### src/rtl/sata_oob_host_ctrl.sv
`default_nettype none
// ============================================================================
// Module   : sata_oob_host_ctrl
// Purpose  : Host-side SATA OOB link-initialisation sequencer. Drives the
//            shared burst/primitive transmitter through COMRESET, COMWAKE,
//            D10.2, ALIGN and SYNC, and reports link-up once the device has
//            answered every phase of the handshake.
// Options  : define SATA_OOB_RETRY_LIMIT_EN to enable the retry limit and
//            the FAIL state (otherwise retries are unlimited, o_fail = 0).
// Revision : 1.0 - initial release
// ============================================================================
module sata_oob_host_ctrl #(
  parameter int BURST_CYCLES      = 160,
  parameter int RESET_IDLE_CYCLES = 480,
  parameter int WAKE_IDLE_CYCLES  = 160,
  parameter int N_BURSTS          = 6,
  parameter int COMINIT_TIMEOUT   = 4096,
  parameter int ALIGN_TIMEOUT     = 8192,
  parameter int N_ALIGN_TX        = 4
`ifdef SATA_OOB_RETRY_LIMIT_EN
  ,
  parameter int MAX_RETRIES       = 8
`endif
) (
  input  logic       i_clk,
  input  logic       i_rst,
  input  logic       i_start,
  input  logic       i_cominit_det,
  input  logic       i_comwake_det,
  input  logic       i_align_det,
  input  logic       i_word_ack,
  output logic       o_burst_en,
  output logic [1:0] o_prim_sel,
  output logic       o_link_up,
  output logic       o_busy,
  output logic       o_fail,
  output logic [3:0] o_retry_cnt
);

  // Terminal counts: every counter runs from 0 up to its "last" value.
  localparam logic [15:0] BURST_LAST      = 16'(BURST_CYCLES - 1);
  localparam logic [15:0] RESET_IDLE_LAST = 16'(RESET_IDLE_CYCLES - 1);
  localparam logic [15:0] WAKE_IDLE_LAST  = 16'(WAKE_IDLE_CYCLES - 1);
  localparam logic [15:0] BURSTS_LAST     = 16'(N_BURSTS - 1);
  localparam logic [15:0] CI_TIMEOUT_LAST = 16'(COMINIT_TIMEOUT - 1);
  localparam logic [15:0] AL_TIMEOUT_LAST = 16'(ALIGN_TIMEOUT - 1);
  localparam logic [15:0] ACKS_LAST       = 16'(N_ALIGN_TX - 1);
`ifdef SATA_OOB_RETRY_LIMIT_EN
  localparam logic [3:0]  RETRY_LAST      = 4'(MAX_RETRIES - 1);
`endif

  // Primitive select encoding shared with the serializer.
  localparam logic [1:0] PRIM_ALIGN = 2'd0;
  localparam logic [1:0] PRIM_D10   = 2'd1;
  localparam logic [1:0] PRIM_SYNC  = 2'd2;

  typedef enum logic [3:0] {
    ST_IDLE         = 4'd0,
    ST_COMRESET     = 4'd1,
    ST_WAIT_COMINIT = 4'd2,
    ST_WAIT_CI_REL  = 4'd3,
    ST_COMWAKE      = 4'd4,
    ST_WAIT_COMWAKE = 4'd5,
    ST_WAIT_CW_REL  = 4'd6,
    ST_SEND_D10     = 4'd7,
    ST_SEND_ALIGN   = 4'd8,
    ST_LINK_UP      = 4'd9,
    ST_FAIL         = 4'd10
  } state_t;

  state_t      state, state_nxt;
  logic [15:0] timer, timer_nxt;
  logic [15:0] burst_cnt, burst_cnt_nxt;
  logic        in_gap, in_gap_nxt;
  logic [15:0] ack_cnt, ack_cnt_nxt;
  logic [3:0]  retry_cnt, retry_nxt;
  logic [15:0] idle_last;
  logic        do_retry;
  logic        burst_en_nxt;
  logic [1:0]  prim_sel_nxt;
  logic        link_up_nxt;
  logic        busy_nxt;

  // Next-state, counter updates and next registered output values.
  always_comb begin
    state_nxt     = state;
    timer_nxt     = timer + 16'd1;
    burst_cnt_nxt = burst_cnt;
    in_gap_nxt    = in_gap;
    ack_cnt_nxt   = ack_cnt;
    retry_nxt     = retry_cnt;
    do_retry      = 1'b0;
    idle_last     = (state == ST_COMWAKE) ? WAKE_IDLE_LAST : RESET_IDLE_LAST;
    burst_en_nxt  = 1'b0;
    prim_sel_nxt  = PRIM_ALIGN;
    link_up_nxt   = 1'b0;
    busy_nxt      = 1'b1;

    case (state)
      ST_IDLE: timer_nxt = '0;
      // Burst/gap pairs; the timer restarts at each phase boundary.
      ST_COMRESET, ST_COMWAKE: begin
        if (!in_gap) begin
          if (timer == BURST_LAST) begin
            in_gap_nxt = 1'b1;
            timer_nxt  = '0;
          end
        end else if (timer == idle_last) begin
          if (burst_cnt == BURSTS_LAST) begin
            state_nxt = (state == ST_COMRESET) ? ST_WAIT_COMINIT : ST_WAIT_COMWAKE;
          end else begin
            burst_cnt_nxt = burst_cnt + 16'd1;
            in_gap_nxt    = 1'b0;
            timer_nxt     = '0;
          end
        end
      end
      // Detection is tested first so it wins over a same-cycle timeout.
      ST_WAIT_COMINIT: begin
        if (i_cominit_det)                   state_nxt = ST_WAIT_CI_REL;
        else if (timer == CI_TIMEOUT_LAST)   do_retry  = 1'b1;
      end
      ST_WAIT_CI_REL: if (!i_cominit_det)    state_nxt = ST_COMWAKE;
      ST_WAIT_COMWAKE: begin
        if (i_comwake_det)                   state_nxt = ST_WAIT_CW_REL;
        else if (timer == CI_TIMEOUT_LAST)   do_retry  = 1'b1;
      end
      ST_WAIT_CW_REL: if (!i_comwake_det)    state_nxt = ST_SEND_D10;
      ST_SEND_D10: begin
        if (i_align_det)                     state_nxt = ST_SEND_ALIGN;
        else if (timer == AL_TIMEOUT_LAST)   do_retry  = 1'b1;
      end
      ST_SEND_ALIGN: begin
        if (i_word_ack) begin
          if (ack_cnt == ACKS_LAST) state_nxt   = ST_LINK_UP;
          else                      ack_cnt_nxt = ack_cnt + 16'd1;
        end
      end
      // Device-initiated reset: re-run the handshake without a retry.
      ST_LINK_UP: if (i_cominit_det)         state_nxt = ST_COMRESET;
      ST_FAIL:    timer_nxt = '0;
      default:    state_nxt = ST_IDLE;
    endcase

    if (do_retry) begin
`ifdef SATA_OOB_RETRY_LIMIT_EN
      if (retry_cnt == RETRY_LAST) begin
        state_nxt = ST_FAIL;
      end else begin
        state_nxt = ST_COMRESET;
        retry_nxt = (retry_cnt == 4'hF) ? retry_cnt : retry_cnt + 4'd1;
      end
`else
      state_nxt = ST_COMRESET;
      retry_nxt = (retry_cnt == 4'hF) ? retry_cnt : retry_cnt + 4'd1;
`endif
    end

    // A start request overrides every other event.
    if (i_start) begin
      state_nxt = ST_COMRESET;
      retry_nxt = '0;
    end

    // Every state entry (and every restart) begins from clean counters.
    if ((state_nxt != state) || i_start) begin
      timer_nxt     = '0;
      burst_cnt_nxt = '0;
      in_gap_nxt    = 1'b0;
      ack_cnt_nxt   = '0;
    end

    // Outputs follow the state being entered so they appear on the same edge.
    case (state_nxt)
      ST_IDLE, ST_FAIL:        busy_nxt     = 1'b0;
      ST_COMRESET, ST_COMWAKE: burst_en_nxt = !in_gap_nxt;
      ST_SEND_D10: begin
        burst_en_nxt = 1'b1;
        prim_sel_nxt = PRIM_D10;
      end
      ST_SEND_ALIGN:           burst_en_nxt = 1'b1;
      ST_LINK_UP: begin
        burst_en_nxt = 1'b1;
        prim_sel_nxt = PRIM_SYNC;
        link_up_nxt  = 1'b1;
        busy_nxt     = 1'b0;
      end
      default: ;
    endcase
  end

  // State, counters and registered outputs.
  always_ff @(posedge i_clk) begin
    if (i_rst) begin
      state      <= ST_IDLE;
      timer      <= '0;
      burst_cnt  <= '0;
      in_gap     <= 1'b0;
      ack_cnt    <= '0;
      retry_cnt  <= '0;
      o_burst_en <= 1'b0;
      o_prim_sel <= PRIM_ALIGN;
      o_link_up  <= 1'b0;
      o_busy     <= 1'b0;
    end else begin
      state      <= state_nxt;
      timer      <= timer_nxt;
      burst_cnt  <= burst_cnt_nxt;
      in_gap     <= in_gap_nxt;
      ack_cnt    <= ack_cnt_nxt;
      retry_cnt  <= retry_nxt;
      o_burst_en <= burst_en_nxt;
      o_prim_sel <= prim_sel_nxt;
      o_link_up  <= link_up_nxt;
      o_busy     <= busy_nxt;
    end
  end

  assign o_retry_cnt = retry_cnt;

`ifdef SATA_OOB_RETRY_LIMIT_EN
  // Failure flag registered alongside the other outputs.
  always_ff @(posedge i_clk) begin
    if (i_rst) o_fail <= 1'b0;
    else       o_fail <= (state_nxt == ST_FAIL);
  end
`else
  assign o_fail = 1'b0;
`endif

endmodule
`default_nettype wire

### config.mk
export PLATFORM = sky130hd
export DESIGN_NAME = sata_oob_host_ctrl
export DESIGN_NICKNAME = d
export VERILOG_FILES = /design/src/rtl/sata_oob_host_ctrl.sv
export SDC_FILE = /design/constraint.sdc
export NUM_CORES = 1
export LEC_CHECK = 0
export CAP_MARGIN = 15
export CORE_UTILIZATION = 40
export CTS_CLUSTER_DIAMETER = 150
export DETAILED_ROUTE_END_ITERATION = 16
export PLACE_DENSITY = 0.6
export SYNTH_ARGS = -nofsm -noshare
export SYNTH_HDL_FRONTEND = slang
export SYNTH_SLANG_ARGS = --single-unit
export TNS_END_PERCENT = 100
### constraint.sdc
create_clock -name i_clk -period 2.9 [get_ports i_clk]
set_clock_uncertainty 0.05 [all_clocks]
set_input_delay 0.29 -clock i_clk [delete_from_list [all_inputs] [get_ports i_clk]]
set_output_delay 0.29 -clock i_clk [all_outputs]
set_load 0.01 [all_outputs]
## Word level (Yosys, flattened, before mapping)

Index checks and enable logic that the tools add are counted.

| operators by class | value |
|---|---|
| add/subtract/negate cells | 4 |
| equality and inequality tests | 24 |
| muxes and demuxes | 37 |
| bitwise operators | 3 |
| reduce and logical (&&, ||, !) cells | 14 |

Operators by type and width:

| operator | number |
|---|---|
| $mux 16 | 4 |
| $mux 4 | 13 |
| $add 16x1->16 const B | 3 |
| $pmux 4 s9 | 1 |
| $pmux 16 s2 | 1 |
| $eq 4x4->1 const B | 7 |
| $eq 4x3->1 const B | 6 |
| $eq 16x12->1 const B | 1 |
| $eq 16x13->1 const B | 1 |
| $eq 16x2->1 const B | 1 |
| $eq 16x3->1 const B | 1 |
| $eq 16x8->1 const B | 1 |
| $eq 16x9->1 | 1 |
| $mux 1 | 13 |
| $reduce_or 2->1 | 5 |
| $mux 9 | 1 |
| $eq 4x1->1 const B | 2 |
| $eq 4x2->1 const B | 2 |
| $logic_not 4->1 | 2 |
| $reduce_or 3->1 | 2 |
| $add 4x1->4 const B | 1 |
| $ne 4x4->1 | 1 |
| $pmux 2 s2 | 1 |
| $reduce_and 4->1 | 1 |
| 8 further kinds | 10 |

| word-level totals | value |
|---|---|
| register bits | 62 |
| output and inout port bits | 10 |
| word-level logic and storage cells | 92 |

## Depth between registers and ports, before layout

Gate-level depths: netlist (run 1).

| logic depth | value |
|---|---|
| depth after elaboration | 13 |
| depth in mapped cells | 12 |

## Worst setup path before layout (run 1)

Ideal clock, no wire load.

| timing | value |
|---|---|
| path kind | register -> register |
| start | register state[0] |
| end | register timer[14] |
| library setup time | 0.064 ns |
| data arrival time | 2.422 ns |
| data required time | 2.786 ns |
| path slack | 0.364 ns |
| stages on the path, launching flop included | 12 |
| clock period less this slack | 2.536 ns |
| cell sequence | dfxtp_1 -> buf_6 -> nor4b_4 -> mux2i_1 -> nor4_1 -> or4_1 -> o31a_1 -> nor2_2 -> o31ai_2 -> buf_6 -> buf_6 -> nor2_1 |

| between the ends | value |
|---|---|
| word-level cells in the longest chain between the ends | 11 |
| elaborated cells on any way between the ends | 37 |
| those cells by class | eq/ne: 12; mux: 20; reduce/logical: 5 |

Ends and longest elaborated chain:

| item | RTL line | source |
|---|---|---|
| start: declaration | 71 | `state_t state, state_nxt;` |
| start signal: assignment | 206 | `state <= state_nxt;` |
| $eq 4x3->1 / $eq 4x1->1 (equally long branches) | 93, 99, 110 |  |
| $mux 9 / $mux 3 (equally long branches) | 93, 110 |  |
| $eq 16x9->1 / $mux 4 (equally long branches) | 108, 109 |  |
| $mux 4 | 108 | `end else if (timer == idle_last) begin` |
| $mux 4 | 103 | `if (!in_gap) begin` |
| $pmux 4 s9 | 99 | `case (state)` |
| $mux 4 | 145 | `if (do_retry) begin` |
| $mux 4 | 160 | `if (i_start) begin` |
| $ne 4x4->1 | 166 | `if ((state_nxt != state) \|\| i_start) begin` |
| $logic_or 1x1->1 | 166 |  |
| $reduce_or 2->1 (no line) | -- |  |
| end signal: assignment | 207 | `timer <= timer_nxt;` |
| end: declaration | 72 | `logic [15:0] timer, timer_nxt;` |

Parallel ways exist; a longest one is shown, timed or not.
A chain may end at the register's enable or synchronous reset.

## Worst setup path in the final report (run 1)

| timing | value |
|---|---|
| start | register state[3] |
| end | register ack_cnt[11] |

| between the ends | value |
|---|---|
| word-level cells in the longest chain between the ends | 11 |
| elaborated cells on any way between the ends | 35 |
| those cells by class | eq/ne: 12; mux: 17; reduce/logical: 6 |

Ends and longest elaborated chain:

| item | RTL line | source |
|---|---|---|
| $eq 4x3->1 / $eq 4x1->1 (equally long branches) | 93, 99, 110 |  |
| $mux 9 / $mux 3 (equally long branches) | 93, 110 |  |
| $eq 16x9->1 / $mux 4 (equally long branches) | 108, 109 |  |
| $mux 4 | 108 |  |
| $mux 4 | 103 |  |
| $pmux 4 s9 | 99 |  |
| $mux 4 | 145 |  |
| $mux 4 | 160 |  |
| $ne 4x4->1 | 166 |  |
| $logic_or 1x1->1 | 166 |  |
| $reduce_or 2->1 (no line) | -- |  |
| end signal: assignment | 210 | `ack_cnt <= ack_cnt_nxt;` |
| end: declaration | 75 | `logic [15:0] ack_cnt, ack_cnt_nxt;` |

Parallel ways exist; a longest one is shown, timed or not.

==> summary.txt, run 1 <==
Route
  – DRC violations left: 0
  – TritonRoute pass-1 iters: 4
  – Total Wirelength: 7.320 mm
  – Initial DRC Count: 141
  – Vias: 2,941
  – Via/cell ratio: 5.280
  – DRT antenna net count: 0
  – Post-DR wirelength/cell: 13.14 µm

Logic synthesis
  – Syn Inst Count: 417
  – Ys flop type: dfxtp_1
  – Synth top area cells: dfxtp_1 (37%), nor2_1 (8.7%), xor2_1 (6.5%)
  – Synth async-reset ratio: 0%
  – Syn. warnings: 0
  – Post-synth EDFFs: 0
  – Syn Std Cell Area: 3351 µm²
  – Synth top area share: 37.04%
  – Netlist cell types: 52
  – Yosys reg bits: 62
  – Syn Area/Cell: 8.035 µm²
  – Post-synth net total: 429
  – Area leader, netlist: dfxtp_1
  – Post-synthesis sequential area ratio: 37.04%

Timing
  – Final hold vios: 0
  – Final worst-path cycle share: 96.58%
  – Final setup vio count: 0
  – Max-slew violations: 0
  – RSZ-0062 raised after global routing: yes
  – Fmax: 357.0 MHz
  – Worst setup margin: 0.09906 ns
  – Final Critical Period: 2.801 ns
  – Setup TNS: 0 ns

GRT
  – First-pass GRT wire length: 12.19 mm
  – Grt total ovfl: 0
  – Tot GR Track Use: 17.75%
  – Vias in the first global route: 2,775
  – Initial antenna violation count: 0
  – Pin count of the biggest net entering global routing: 29

Critical path
  – Top delay family on crit path: simple AND/OR/NAND/NOR gates
  – Crit path largest cell delay: 0.49 ns
  – Setup CP Type: reg2reg
  – Crit path launch type: flip-flop
  – Worst-path cell chain: nor4b_4 > mux2i_4 > nor4_2 > or4_1 > o31a_1 > nor2_2 > o31ai_4 > buf_4 > clkbuf_16 > nor2_1
  – CP required: 3.14 ns
  – Crit path capture type: flip-flop
  – CP max-delay cell: or4_1
  – Crit path arrival time: 3.04 ns
  – Worst Path Buf+Inv: 2
  – Max FO, Critical Path: 14

Finish
  – Nets: 461
  – Area growth, synth to finish: 20.16%
  – Fillers: 799
  – Antenna Cells: 0
  – Ratio of cells with drive above 1 in the final layout: 15.04%
  – Final Instance Count excl. Fillers: 557
  – Final instance area: 4026 µm²

Placed design
  – Final GP Congestion: 0.7524
  – HPWL Detailed: 5.023 mm
  – Buffers on Ports: 15
  – Post-place setup slack: 0.02442 ns
  – Placed Instances: 537
  – Placed Area: 3747 µm²

Clocking
  – CTS Buf Count: 9
  – Num Clock Sinks: 62
  – Clock-pin slew on the worst setup and hold paths: 0.08 ns
  – Post-cts hold buffer count: 0
  – CTS Root Cell: clkbuf_8
  – CTS H-Tree Depth: 3
  – Clock buffer depth: 2
  – Skew-Pair Late Insertion Delay: 0.36 ns
  – CTS tree: done

Power
  – Pwr Density: 398.4 nW/µm²
  – VDD IR max: 0.2225 mV
  – Static leakage: 1.407 nW
  – Overall Power: 1.604 mW

Job
  – Max Cap Viol: 0

Die
  – # IOs: 17
  – Chip width: 93.53 µm
  – Chip height: 93.53 µm
  – Initial Utilization: 40.99%
  – Die Area: 8747 µm²
  – Core Region: 8175 µm²
  – FP Rows: 33

Min path
  – Hold WC Path Type: reg2reg

Status
  – Status: finished, final reports clean
## state kept, by name, summed over array words and instances (netlist names)
| register | cells |
|---|---|
| state | 4 |
| timer | 16 |
| burst_cnt | 16 |
| o_busy | 1 |
| o_burst_en | 1 |
| o_retry_cnt | 4 |
| o_link_up | 1 |
| in_gap | 1 |
| o_prim_sel | 2 |
| ack_cnt | 16 |
## metal layers
| metal | up-vias | track usage, % | wire, µm |
|---|---|---|---|
| li1 | 1503 | - | - |
| met1 | 1383 | 22.35 | 3639 |
| met2 | 42 | 28.43 | 3268 |
| met3 | 13 | 3.740 | 286 |
| met4 | 0 | 9.231 | 125 |
| met5 | - | 0 | 0 |
## final timing paths
check	startpoint	endpoint	slack, ns	depth (start not counted)
setup / recovery	state[3]$_SDFF_PP0_	ack_cnt[11]$_SDFFE_PP0P_	0.1	10
hold / removal	timer[0]$_SDFF_PP0_	timer[0]$_SDFF_PP0_	0.40	1
setup reg to reg	state[3]$_SDFF_PP0_	ack_cnt[11]$_SDFFE_PP0P_	0.1	10
hold reg to reg	timer[0]$_SDFF_PP0_	timer[0]$_SDFF_PP0_	0.40	1
## cells by family (layout without fill, tap and decap cells)
| family | count (synthesis) | after routing | synth area share (%) |
|---|---|---|---|
| AND/OR/NAND/NOR | 236 | 236 | 36.63 |
| flip-flops | 62 | 62 | 37.04 |
| XOR/XNOR | 48 | 48 | 12.55 |
| buffers and inverters | 32 | 67 | 4.593 |
| AO/OA/AOI/OAI | 30 | 30 | 6.311 |
| adder cells (fa/ha/maj) | 5 | 5 | 1.867 |
| multiplexers | 3 | 3 | 0.8962 |
| other | 1 | 1 | 0.1119 |
## layout make-up
cell class / count / area [µm²] / share of cell area (%)
Clock buffer: 12 / 145.1 / 3.605
Clock inverter: 2 / 10.01 / 0.2486
Inverter: 8 / 30.03 / 0.7458
Multi-Input combinational cell: 323 / 2019 / 50.16
Sequential cell: 62 / 1247 / 30.98
Tap cell: 105 / 131.4 / 3.263
Timing Repair Buffer: 45 / 442.9 / 11.00
## Yosys cell counts, types with 8 or more instances
cell / n
nor2_1: 78
dfxtp_1: 62
nand2_1: 35
xor2_1: 25
xnor2_1: 23
nand3_1: 19
nand4_1: 16
nor3_1: 15
nor4_1: 14
clkbuf_1: 13
and3_1: 10
a21oi_1: 9
inv_1: 8
## cell usage in the layout (no fill, tap or decap), types with 6 or more instances in the layout
cell             instances
nor2_1                  74
dfxtp_1                 59
nand2_1                 35
xor2_1                  25
buf_4                   25
xnor2_1                 23
nand3_1                 19
nand4_1                 16
nor3_1                  15
clkdlybuf4s50_1         15
nor4_1                  11
and3_1                  10
clkbuf_8                10
a21oi_1                  9
inv_1                    8
o21ai_0                  6
or3_1                    6
nor2_2                   6
## timing repair
item                                    in CTS  in global routing
resized for setup                            0                 17
hold endpoints to repair                     0                  0
endpoints found under the setup margin       0                 50
setup buffers                                0                  5
## metrics by stage
stage                     hold slack [ns]  utilization [%]
final                              0.3982            49.25
after global routing               0.4370            49.25
after CTS                          0.4030            47.73
after detailed placement           0.3945            45.84
after global placement             0.3820            45.84
after floorplan                    0.3688                -
## where the power goes
group          switching, mW  internal, mW  total, mW
clock                  0.324         0.321      0.646
combinational         0.0515        0.0492      0.101
sequential           0.00349         0.854      0.858
No activity file was read; power rests on OpenSTA's default activity.
==> inputs of run 2 (changes only) <==
--- a/config.mk
+++ b/config.mk
@@ -6,10 +6,10 @@
 export NUM_CORES = 1
 export LEC_CHECK = 0
 export CAP_MARGIN = 15
-export CORE_UTILIZATION = 40
+export CORE_UTILIZATION = 60
 export CTS_CLUSTER_DIAMETER = 150
 export DETAILED_ROUTE_END_ITERATION = 16
-export PLACE_DENSITY = 0.6
+export PLACE_DENSITY = 0.83
 export SYNTH_ARGS = -nofsm -noshare
 export SYNTH_HDL_FRONTEND = slang
 export SYNTH_SLANG_ARGS = --single-unit
==> summary.txt, run 2 (synthesis results as in run 1) <==
Route
  – TritonRoute pass-1 iters: 5 (+1)
  – DRC violations left: 0 (unchanged)
  – Via/cell ratio: 5.742 (+8.8%)
  – Post-DR wirelength/cell: 13.65 µm (+3.9%)
  – Initial DRC Count: 202 (+43%)
  – DRT antenna net count: 0 (unchanged)
  – Total Wirelength: 7.045 mm (-3.8%)
  – Vias: 2,963 (+0.75%)

Placed design
  – HPWL Detailed: 4.993 mm (-0.59%)
  – Final GP Congestion: 0.8831 (+17%)
  – Placed Instances: 497 (-7.4%)
  – Post-place setup slack: -0.01741 ns (-0.04183 ns)
  – Placed Area: 3628 µm² (-3.2%)
  – Buffers on Ports: 15 (unchanged)

Finish
  – Nets: 453 (-1.7%)
  – Final core occ: 73.70% (+24 points)
  – Biggest regs: ack_cnt: 16 flops, burst_cnt: 16 flops, timer: 16 flops
  – Ratio of cells with drive above 1 in the final layout: 13.00% (-2.0 points)
  – Commonest non-fill, non-tap cells in the layout: nor2_1 (77), dfxtp_1 (59), nand2_1 (35)
  – Final instance area: 3860 µm² (-4.1%)
  – Antenna Cells: 0 (unchanged)
  – Final Instance Count excl. Fillers: 516 (-7.4%)
  – Fillers: 409 (-49%)
  – Most common cell after layout, fill and taps aside: nor2_1
  – Area growth, synth to finish: 15.20%

Power
  – Overall Power: 1.613 mW (+0.56%)
  – VDD IR max: 0.3016 mV (+36%)
  – Pwr Density: 417.9 nW/µm² (+4.9%)
  – Static leakage: 1.341 nW (-4.7%)

Clocking
  – CTS tree: done
  – Post-cts hold buffer count: 0 (unchanged)
  – CTS H-Tree Depth: 3 (unchanged)
  – CTS Buf Count: 9 (unchanged)
  – Num Clock Sinks: 62 (unchanged)
  – Clock buffer depth: 2 (unchanged)
  – Skew-Pair Late Insertion Delay: 0.35 ns (about the same)
  – Clock-pin slew on the worst setup and hold paths: 0.08 ns (about the same)
  – CTS Root Cell: clkbuf_8

Critical path
  – RR Endpoint: burst_cnt[1]$_SDFFE_PP0P_
  – Max FO, Critical Path: 10 (-4)
  – R2R setup slack: 0.13 ns (+0.03 ns)
  – Crit path launch type: flip-flop
  – Critical path origin: state[3]$_SDFF_PP0_
  – CP required: 3.12 ns (-0.02 ns)
  – RR Startpoint: state[3]$_SDFF_PP0_
  – Worst r2r path cells: 10 (unchanged)
  – Crit path capture type: flip-flop
  – Setup CP Type: reg2reg
  – Crit path arrival time: 2.99 ns (-0.05 ns)

GRT
  – Initial antenna violation count: 0 (unchanged)
  – Pin count of the biggest net entering global routing: 25 (-14%)
  – First-pass GRT wire length: 12.41 mm (+1.9%)
  – Vias in the first global route: 2,823 (+1.7%)
  – Grt total ovfl: 0 (unchanged)
  – Tot GR Track Use: 25.80% (+8.0 points)

Min path
  – Hold Path End: timer[0]$_SDFF_PP0_
  – Hold depth: 1 (unchanged)
  – Hold wc startpoint: timer[0]$_SDFF_PP0_
  – Hold WC Path Type: reg2reg

Status
  – Status: finished, final reports clean

Timing
  – Final Critical Period: 2.771 ns (-0.03026 ns)
  – Fmax: 360.9 MHz (+1.1%)
  – Worst setup margin: 0.1293 ns (+0.03026 ns)
  – Final worst-path cycle share: 95.54% (-1.0 points)
  – Final hold vios: 0 (unchanged)
  – RSZ-0062 raised after global routing: no
  – Max-slew violations: 0 (unchanged)
  – Setup TNS: 0 ns (unchanged)
  – Final setup vio count: 0 (unchanged)
  – Hold Slack: 0.3985 ns (+0.0002960 ns)

Die
  – FP Rows: 26 (-21%)
  – Core Region: 5238 µm² (-36%)
  – Chip height: 76.73 µm (-18%)
  – Die Area: 5887 µm² (-33%)
  – Initial Utilization: 63.98% (+23 points)
  – Chip width: 76.73 µm (-18%)
  – # IOs: 17 (unchanged)

Job
  – Max Cap Viol: 0 (unchanged)
[run 2: changes by cell type in the layout (fill, tap and decap cells not counted), sizes merged]
cell	change
buf	-7
clkbuf	-4
clkinvlp	+2
clkinv	+3
[run 2: worst max-delay path by stage]
stage | to | slack, ns
global route | burst_cnt[1]$_SDFFE_PP0P_ | 0.006
floorplan | timer[14]$_SDFF_PP0_ | 0.36
finish | burst_cnt[1]$_SDFFE_PP0P_ | 0.13
global placement | burst_cnt[1]$_SDFFE_PP0P_ | 0.06
detailed placement | burst_cnt[1]$_SDFFE_PP0P_ | -0.02
CTS | burst_cnt[1]$_SDFFE_PP0P_ | 0.002
[run 2: final cells by class]
type	instances	area, µm²	area share (%)
multi-input cells	323	1994	51.67
inverters	8	30.03	0.7780
repair buffers	37	327.8	8.493
clock buffers	9	123.9	3.209
well taps	70	87.58	2.269
flip-flops and latches	62	1245	32.25
clock inverters	7	51.30	1.329
[run 2: timing repair]
action	CTS	global route
gates resized for setup	0	9
buffers inserted	0	3
setup endpoints to repair	0	50
[run 2: metal layers]
layer  up-vias  GRT usage, %  share of wire (%)
met5         -             0                  0
li1       1482             -                  -
met4         0         12.50                2.1
met3        14         5.119                4.7
met1      1397         33.31                 46
met2        70         41.07                 47
[run 2: power breakdown]
part / internal, mW / switching (mW)
Combinational: 0.0363 / 0.0456
Clock: 0.310 / 0.362
Sequential: 0.854 / 0.00421
Total: 1.20 / 0.412
[run 2: worst max-delay path: stages, from the launching register on]
cell and delay (ns):
dfxtp_2 0.38, nor4b_4 0.41, mux2i_2 0.36, buf_4 0.17, nor4_2 0.04, and2_1 0.16
or3_1 0.31, a21oi_1 0.30, o31ai_4 0.15, buf_4 0.19, nor3_1 0.17
